### src/rtl/muldiv_pkg.sv
// Shared types and constants for the RV32M/RV64M multiply/divide execute unit.
package muldiv_pkg;

    typedef enum logic [2:0] {
        OP_MUL    = 3'b000,
        OP_MULH   = 3'b001,
        OP_MULHSU = 3'b010,
        OP_MULHU  = 3'b011,
        OP_DIV    = 3'b100,
        OP_DIVU   = 3'b101,
        OP_REM    = 3'b110,
        OP_REMU   = 3'b111
    } muldiv_op_e;

    typedef enum logic [1:0] {
        S_IDLE,
        S_MUL,
        S_DIV,
        S_DONE
    } muldiv_state_e;

    localparam logic [6:0] FUNCT7_MULDIV = 7'b0000001;
    localparam logic [6:0] OPCODE_OP     = 7'b0110011;

endpackage

### src/rtl/muldiv_div_iter.sv
// Radix-2 restoring divider on unsigned magnitudes; the first step is taken on the start edge,
// so done_o rises XLEN-1 cycles after start and stays for one cycle.
module muldiv_div_iter #(
    parameter int XLEN = 32
) (
    input  logic            clk_i,
    input  logic            rst_i,
    input  logic            flush_i,
    input  logic            start_i,
    input  logic [XLEN-1:0] dividend_i,
    input  logic [XLEN-1:0] divisor_i,
    output logic [XLEN-1:0] quotient_o,
    output logic [XLEN-1:0] remainder_o,
    output logic            done_o
);
    localparam int CW = $clog2(XLEN + 1);

    logic [XLEN-1:0] quo_q, rem_q, dsr_q;
    logic [XLEN-1:0] quo_src, rem_src, dsr_src, quo_d, rem_d;
    logic [XLEN:0]   shifted, diff;
    logic [CW-1:0]   cnt_q;
    logic            busy;

    assign rem_src = start_i ? '0 : rem_q;
    assign quo_src = start_i ? dividend_i : quo_q;
    assign dsr_src = start_i ? divisor_i : dsr_q;

    // Partial remainder always stays below the divisor, so XLEN bits hold it after restore.
    assign shifted = {rem_src, quo_src[XLEN-1]};
    assign diff    = shifted - {1'b0, dsr_src};
    assign rem_d   = diff[XLEN] ? shifted[XLEN-1:0] : diff[XLEN-1:0];
    assign quo_d   = {quo_src[XLEN-2:0], ~diff[XLEN]};

    assign done_o = (cnt_q == CW'(XLEN));
    assign busy   = (cnt_q != '0) && !done_o;

    always_ff @(posedge clk_i) begin
        if (rst_i) begin
            quo_q <= '0;
            rem_q <= '0;
            dsr_q <= '0;
            cnt_q <= '0;
        end else if (flush_i) begin
            cnt_q <= '0;
        end else if (start_i || busy) begin
            quo_q <= quo_d;
            rem_q <= rem_d;
            if (start_i) dsr_q <= divisor_i;
            cnt_q <= start_i ? CW'(1) : cnt_q + CW'(1);
        end else if (done_o) begin
            cnt_q <= '0;
        end
    end

    assign quotient_o  = quo_q;
    assign remainder_o = rem_q;

endmodule

### src/rtl/muldiv_unit.sv
// M-extension execute unit: pipelined multiply, iterative divide, valid/ready on both sides.
module muldiv_unit
    import muldiv_pkg::*;
#(
    parameter int XLEN       = 32,
    parameter int MUL_STAGES = 2
) (
    input  logic            clk_i,
    input  logic            rst_i,
    input  logic            flush_i,
    input  logic            valid_i,
    output logic            ready_o,
    input  logic [2:0]      funct3_i,
    input  logic [XLEN-1:0] rs1_i,
    input  logic [XLEN-1:0] rs2_i,
    output logic            valid_o,
    input  logic            ready_i,
    output logic [XLEN-1:0] result_o
);
    localparam int CW       = $clog2(MUL_STAGES + 1);
    localparam int MUL_LAST = (MUL_STAGES > 1) ? MUL_STAGES - 2 : 0;

    muldiv_state_e state_q;
    muldiv_op_e    op_q;
    logic [CW-1:0] cnt_q;
    logic          q_neg_q, r_neg_q;

    logic            accept, is_div, div_signed, div_zero, div_ovf, div_special, div_start, div_done;
    logic [XLEN-1:0] special_res, div_a, div_b, div_quo, div_rem, div_res, mul_res;
    logic [XLEN:0]   mul_a, mul_b;
    logic [2*XLEN-1:0] prod_d;

    function automatic logic [XLEN-1:0] mul_pick(input logic [2*XLEN-1:0] p, input muldiv_op_e op);
        return (op == OP_MUL) ? p[XLEN-1:0] : p[2*XLEN-1:XLEN];
    endfunction

    assign ready_o = (state_q == S_IDLE) && !rst_i;
    assign accept  = valid_i && ready_o && !flush_i;
    assign is_div  = funct3_i[2];

    // Only bits up to 2*XLEN-1 are ever selected, so the extended product is kept at that width.
    assign mul_a  = {(funct3_i[1:0] != 2'b11) & rs1_i[XLEN-1], rs1_i};
    assign mul_b  = {(funct3_i[1:0] == 2'b01) & rs2_i[XLEN-1], rs2_i};
    assign prod_d = {{(XLEN-1){mul_a[XLEN]}}, mul_a} * {{(XLEN-1){mul_b[XLEN]}}, mul_b};

    generate
        if (MUL_STAGES == 1) begin : g_mul_comb
            assign mul_res = mul_pick(prod_d, muldiv_op_e'(funct3_i));
        end else begin : g_mul_pipe
            logic [2*XLEN-1:0] pipe_q [MUL_STAGES-1];
            always_ff @(posedge clk_i) begin
                if (rst_i) begin
                    for (int i = 0; i < MUL_STAGES - 1; i++) pipe_q[i] <= '0;
                end else begin
                    if (accept && !is_div) pipe_q[0] <= prod_d;
                    for (int i = 1; i < MUL_STAGES - 1; i++) pipe_q[i] <= pipe_q[i-1];
                end
            end
            assign mul_res = mul_pick(pipe_q[MUL_STAGES-2], op_q);
        end
    endgenerate

    assign div_signed  = !funct3_i[0];
    assign div_zero    = (rs2_i == '0);
    assign div_ovf     = div_signed && (rs1_i == {1'b1, {(XLEN-1){1'b0}}}) && (&rs2_i);
    assign div_special = div_zero || div_ovf;
    assign special_res = div_zero ? (funct3_i[1] ? rs1_i : '1) : (funct3_i[1] ? '0 : rs1_i);
    assign div_start   = accept && is_div && !div_special;
    assign div_a       = (div_signed && rs1_i[XLEN-1]) ? '0 - rs1_i : rs1_i;
    assign div_b       = (div_signed && rs2_i[XLEN-1]) ? '0 - rs2_i : rs2_i;

    muldiv_div_iter #(.XLEN(XLEN)) u_div (
        .clk_i       (clk_i),
        .rst_i       (rst_i),
        .flush_i     (flush_i),
        .start_i     (div_start),
        .dividend_i  (div_a),
        .divisor_i   (div_b),
        .quotient_o  (div_quo),
        .remainder_o (div_rem),
        .done_o      (div_done)
    );

    assign div_res = (op_q == OP_REM || op_q == OP_REMU) ? (r_neg_q ? '0 - div_rem : div_rem)
                                                         : (q_neg_q ? '0 - div_quo : div_quo);

    always_ff @(posedge clk_i) begin
        if (rst_i) begin
            state_q  <= S_IDLE;
            op_q     <= OP_MUL;
            cnt_q    <= '0;
            q_neg_q  <= 1'b0;
            r_neg_q  <= 1'b0;
            valid_o  <= 1'b0;
            result_o <= '0;
        end else if (flush_i) begin
            state_q <= S_IDLE;
            cnt_q   <= '0;
            valid_o <= 1'b0;
        end else begin
            case (state_q)
                S_IDLE: if (accept) begin
                    op_q  <= muldiv_op_e'(funct3_i);
                    cnt_q <= '0;
                    if (!is_div) begin
                        if (MUL_STAGES == 1) begin
                            state_q  <= S_DONE;
                            valid_o  <= 1'b1;
                            result_o <= mul_res;
                        end else begin
                            state_q <= S_MUL;
                        end
                    end else if (div_special) begin
                        state_q  <= S_DONE;
                        valid_o  <= 1'b1;
                        result_o <= special_res;
                    end else begin
                        state_q <= S_DIV;
                        q_neg_q <= div_signed && (rs1_i[XLEN-1] ^ rs2_i[XLEN-1]);
                        r_neg_q <= div_signed && rs1_i[XLEN-1];
                    end
                end
                S_MUL: if (cnt_q == CW'(MUL_LAST)) begin
                    state_q  <= S_DONE;
                    valid_o  <= 1'b1;
                    result_o <= mul_res;
                end else begin
                    cnt_q <= cnt_q + CW'(1);
                end
                S_DIV: if (div_done) begin
                    state_q  <= S_DONE;
                    valid_o  <= 1'b1;
                    result_o <= div_res;
                end
                S_DONE: if (ready_i) begin
                    state_q <= S_IDLE;
                    valid_o <= 1'b0;
                end
                default: state_q <= S_IDLE;
            endcase
        end
    end

endmodule

### config.mk
export PLATFORM = sky130hd
export DESIGN_NAME = muldiv_unit
export DESIGN_NICKNAME = d
export VERILOG_FILES = /design/src/rtl/muldiv_pkg.sv /design/src/rtl/muldiv_div_iter.sv /design/src/rtl/muldiv_unit.sv
export SDC_FILE = /design/constraint.sdc
export NUM_CORES = 2
export LEC_CHECK = 0
export BUFFER_PORTS_ARGS = -buffer_cell sky130_fd_sc_hd__buf_2
export CORE_MARGIN = 3
export CORE_UTILIZATION = 40
export CTS_CLUSTER_DIAMETER = 50
export DETAILED_ROUTE_END_ITERATION = 16
export HOLD_SLACK_MARGIN = 0.02
export PLACE_DENSITY = 0.54
export SLEW_MARGIN = 25
export SYNTH_ARGS = -nofsm -noshare
export SYNTH_HDL_FRONTEND = slang
export SYNTH_SLANG_ARGS = --single-unit
### constraint.sdc
create_clock -name clk_i -period 9 [get_ports clk_i]
set_input_delay 0.45 -clock clk_i [delete_from_list [all_inputs] [get_ports clk_i]]
set_output_delay 0.45 -clock clk_i [all_outputs]
set_load 0.1 [all_outputs]
-- Word-level counts from Yosys, hierarchy flattened
Memories as Yosys holds them, arrays and structs flattened.
Cells that the tools add are included.
- muxes and demuxes: 46
- reduce and logical (&&, ||, !) cells: 39
- bitwise gates (word level): 6
- multiply operators: 1
- shift-type cells: 0
- $add $sub $neg: 7
- divide/modulo/power cells: 0
- $lt $le $gt $ge: 0
- eq/ne operators: 16
- operators by type and width (operator ; count):
    two-way mux 32 bit ; 18
    subtractor 1 x 32 -> 32 bit (first input constant) ; 4
    case mux 32 bit (3 select lines) ; 1
    multiplier 33 x 33 -> 64 bit ; 1
    two-way mux 64 bit ; 1
    OR reduction 64 bit ; 1
    subtractor 33 x 32 -> 33 bit ; 1
    == test 32 bit (second input constant) ; 1
    logical NOT 32 bit ; 1
    AND reduction 32 bit ; 1
    two-way mux 6 bit ; 3
    two-way mux 2 bit ; 7
    != test 2 bit (second input constant) ; 7
    two-way mux 1 bit ; 13
    logical AND 1 bit ; 12
    case mux 2 bit (4 select lines) ; 1
    AND reduction 7 bit ; 1
    adder 6 x 1 -> 6 bit (second input constant) ; 1
    == test 3 bit (second input constant) ; 2
    == test 6 bit (second input constant) ; 1
    logical NOT 1 bit ; 6
    AND reduction 3 bit ; 2
    AND reduction 6 bit ; 1
    nonzero test 6 bit ; 1
    18 further kinds ; 27
- bits in read-only memories: 0
- bits in writable memories: 64
- input port bits: 72
- bits in latches: 0
- word-level logic and storage cells: 127
- memories kept: 1
- flip-flop bits (word level): 144
- memory list (memory ; depth ; bits a word ; read ports ; clocked after memory_dff ; write ports ; line ; source):
    g_mul_pipe.pipe_q ; 1 ; 64 ; 1 ; 0 ; 1 ; muldiv_unit.sv:50 ; logic [2*XLEN-1:0] pipe_q [MUL_STAGES-1];

-- Longest topological paths before layout
- depth after elaboration: 10
- mapped depth: 30
- depth with buffers taken out: 27

-- Modules after synthesis
Synthesis repeated with hierarchy kept, for this count alone.
- cells, all modules: 6071
- area total of the unflattened synthesis: 52869.5 um2
- by module, submodules not included (module ; seq. area each (um2) ; cells an instance ; area each (um2) ; times used):
    muldiv_unit ; 2762.6 ; 5310 ; 46353.2 ; 1
    muldiv_div_iter ; 2042.0 ; 761 ; 6516.2 ; 1

-- Worst setup path after synthesis
No wires, ideal clock.
- path type: in2reg
- start point: in rs1_i[31]
- end point: mem g_mul_pipe.pipe_q[0][61] (netlist bit) (data pin)
- cell stages on the path: 27
- path buffers: 2
- arrival time: 7865 ps
- slack: 866 ps
- cells stage by stage: clkbuf_1 > a21boi_0 > clkbuf_1 > nand2_1 > inv_1 > fa_1 > inv_1 > fa_1 > inv_1 > fa_1 > fa_1 > inv_1 > fa_1 > inv_1 > fa_1 > inv_1 > fa_1 > fa_1 > inv_1 > ha_1 > and3_1 > and2_1 > o211ai_1 > a21o_1 > a211oi_1 > o21a_1 > nor3_1
- word-level cells in the longest chain between the ends: 3
- RTL lines (what ; line ; source):
    from (decl) ; muldiv_unit.sv:14 ; input logic [XLEN-1:0] rs1_i,
    AND 1 bit ; muldiv_unit.sv:42 ; assign mul_a = {(funct3_i[1:0] != 2'b11) & rs1_i[XLEN-1], rs1_i};
    multiplier 33 x 33 -> 64 bit (*) ; muldiv_unit.sv:44 ; assign prod_d = {{(XLEN-1){mul_a[XLEN]}}, mul_a} * {{(XLEN-1){mul_b[XLEN]}}, mul_b};
    two-way mux 64 bit (no source line) (*) ; - ;
    to (decl) ; muldiv_unit.sv:50 ;
Mark *: on every way between the ends. The rest lies on a longest branch, timed or not.

-- Final worst setup path
- start point: in rs1_i[16]
- end point: mem g_mul_pipe.pipe_q[0][44] (netlist bit) (data pin)
- word-level cells in the longest chain between the ends: 2
- RTL lines (what ; line):
    multiplier 33 x 33 -> 64 bit ; muldiv_unit.sv:44
    two-way mux 64 bit (no source line) ; -
Every way passes these cells.

==> metrics <==
post-synth top area cell=fa_1; Setup Fix Bufs, Post-CTS=0; H-tree depth=1; Routed Wire Length=170 mm; vias in the first global route=43500; hold_buf cts=0; worst-path maximum fanout=20; Die Wd=368 µm; synth top area cells=fa_1 (43%), inv_1 (8.8%), nand2_1 (7.0%), ha_1 (6.2%), dfxtp_1 (5.5%); first-pass GRT wire length=266 mm; PostCTS Resize Cnt=0; drt drc=0; Worst Hold Class=in2reg; Cell Area, Synth=0.0524 mm²; Synth warnings=0; GPL Wtd Cong=0.926; Rel. slew slack=0.296; Worst Setup Start Kind=input pin; max-slew violation count=0; run status=completed; Bufs on Longest Clock Path=3; largest net degree at the start of global routing=72; net count after synthesis=7519; Sink Count=208; Synth-to-Final Area Change=6.60%; crit path kind=in2reg; register area share after synthesis=0.0918; number of synthesized flops with an enable pin=64; Clock Latency Late Sink=600 ps; Cells after Synth=6062; mean routed wirelength per cell=21.9 µm; initial drt markers=3110; Inserted Clock Buffers=30; commonest non-fill, non-tap cell in the layout=inv_1; crit share post-route=0.914; crit path DAT=8650 ps; ys async rst share=0; fillers=13200; clock-pin slew on the worst setup and hold paths=60 ps; grt total ovfl=0; final setup vio count=0; Critical Path RT=9430 ps; Cell Rows=132; height of the chip=368 µm; Final ANT Viol Nets=0; antenna violations before repair=8; Fmax=0.122 GHz; core area=0.130 mm²; Inst Count DP=7677; final net count=7424; number of max-cap violations=0; count of cell types in the netlist=86; via count=41000; synthesized flop and latch total=208; Worst Tran Pin Value=1060 ps; Top Ports=106; DRT Pass-1 Iters=6; fraction of layout cells with a size suffix above 1=0.0589; setup TNS=0 ps; Total Routing Usage GR=0.256; CTS tree=yes; Die ar.=0.135 mm²; I/O Buffers=105; unrepaired setup endpoints after global routing=no; CP endpoint kind=flip-flop; starting density of the core=0.403; final hold violations=0; synthesized area per cell=8.64 µm²; root buf cell=clkbuf_16; fin crit period=8220 ps; Most used DFF post-synth=dfxtp_1; Synth top area share=0.431; most frequent cells in the layout=inv_1 (1230), fa_1 (1126), nand2_1 (976); DR vias/cell=5.30; post-route non-filler standard cell count=7736; skew final=37.8 ps; DP Wirelength=140 mm
==> worst max-delay path, cell delays in order <==
cell      delay, ps
buf_2           550
buf_4           440
nand2_1         130
fa_1            520
inv_1            50
fa_1            490
fa_1            550
inv_1            50
fa_1            480
fa_1            540
inv_1            70
fa_1            480
inv_1            50
fa_1            470
inv_1            50
fa_1            470
ha_1            430
a21oi_1         290
o21bai_1         90
a21oi_1         220
nand4_1         130
a21oi_1         190
nand2b_1        310
o21ai_0         200
a31oi_1         490
buf_4           210
mux2i_1         230
==> cells in the mapped netlist (all sizes together), types with 21 or more instances <==
master	instances
and3	27
and2	310
a211oi	47
edfxtp	64
nand2b	23
or3	22
clkbuf	276
buf	112
nor2	303
o21ai	114
mux2i	26
maj3	30
dfxtp	144
nor3	60
nand2	977
xnor2	107
nand3	41
o211ai	41
a21oi	233
ha	259
inv	1230
fa	1126
xor2	97
or4	21
o31ai	36
nand4	28
a21o	62
==> registers in the layout (all words and copies together) (netlist names) <==
register	cells
cnt_q	2
g_mul_pipe.pipe_q	64
op_q	3
q_neg_q	1
r_neg_q	1
result_o	32
state_q	2
u_div.cnt_q	6
u_div.dsr_q	32
u_div.quotient_o	32
u_div.remainder_o	32
valid_o	1
==> layer usage <==
metal  up-vias  global-route usage  wire (µm)
li1      18300                   -          -
met1     21300               0.347      73000
met2      1199               0.428      81300
met3       223              0.0311       9360
met4         0              0.0769       6010
met5         -                   0          0
==> metrics by stage <==
stage          cell area [µm²]  setup WS, ps   util  hold slack (ps)
4_1_cts                  55800           887  0.430              263
3_3_place_gp             54800           242  0.422              441
3_5_place_dp             54800           316  0.422              445
2_1_floorplan            52400           866      -              450
6_report                 55800           777  0.430              298
5_1_grt                  55800           339  0.430              325
==> worst paths after layout <==
kind	from	to	slack [ps]	depth (start not counted)
setup reg to reg	state_q[0]	u_div.remainder_o[5]	2390	18
hold / removal	ready_i	valid_o	300	5
setup / recovery	rs1_i[16]	g_mul_pipe.pipe_q[0][44]	780	27
hold reg to reg	result_o[29]	result_o[29]	450	2
==> logic make-up (layout without fill, tap and decap cells) <==
kind of cell,count (synthesis),count (layout),share of synthesized area
buffers and inverters,1620,1547,0.117
DFF,208,208,0.0918
and+or+nand+nor,1876,1876,0.163
adders and majority gates,1415,1415,0.498
xor gates and xnor gates,204,204,0.0341
AOI/OAI and AO/OA,700,700,0.0875
muxes,39,39,0.00777
other,0,5,0
==> cell type report <==
| class | instances | area, µm² | area share |
|---|---|---|---|
| clock inverter | 16 | 203 | 0.00363 |
| clock buffer | 38 | 791 | 0.0142 |
| inverter | 1232 | 4620 | 0.0829 |
| sequential | 208 | 4800 | 0.0861 |
| timing repair buffer | 261 | 1750 | 0.0313 |
| tap | 1742 | 2180 | 0.0391 |
| antenna | 5 | 12.5 | 0.000224 |
| multi-input combinational | 4234 | 41400 | 0.743 |
Power is not shown: default switching activity piles up to over one toggle a cycle in this logic, so the estimate is an artifact.
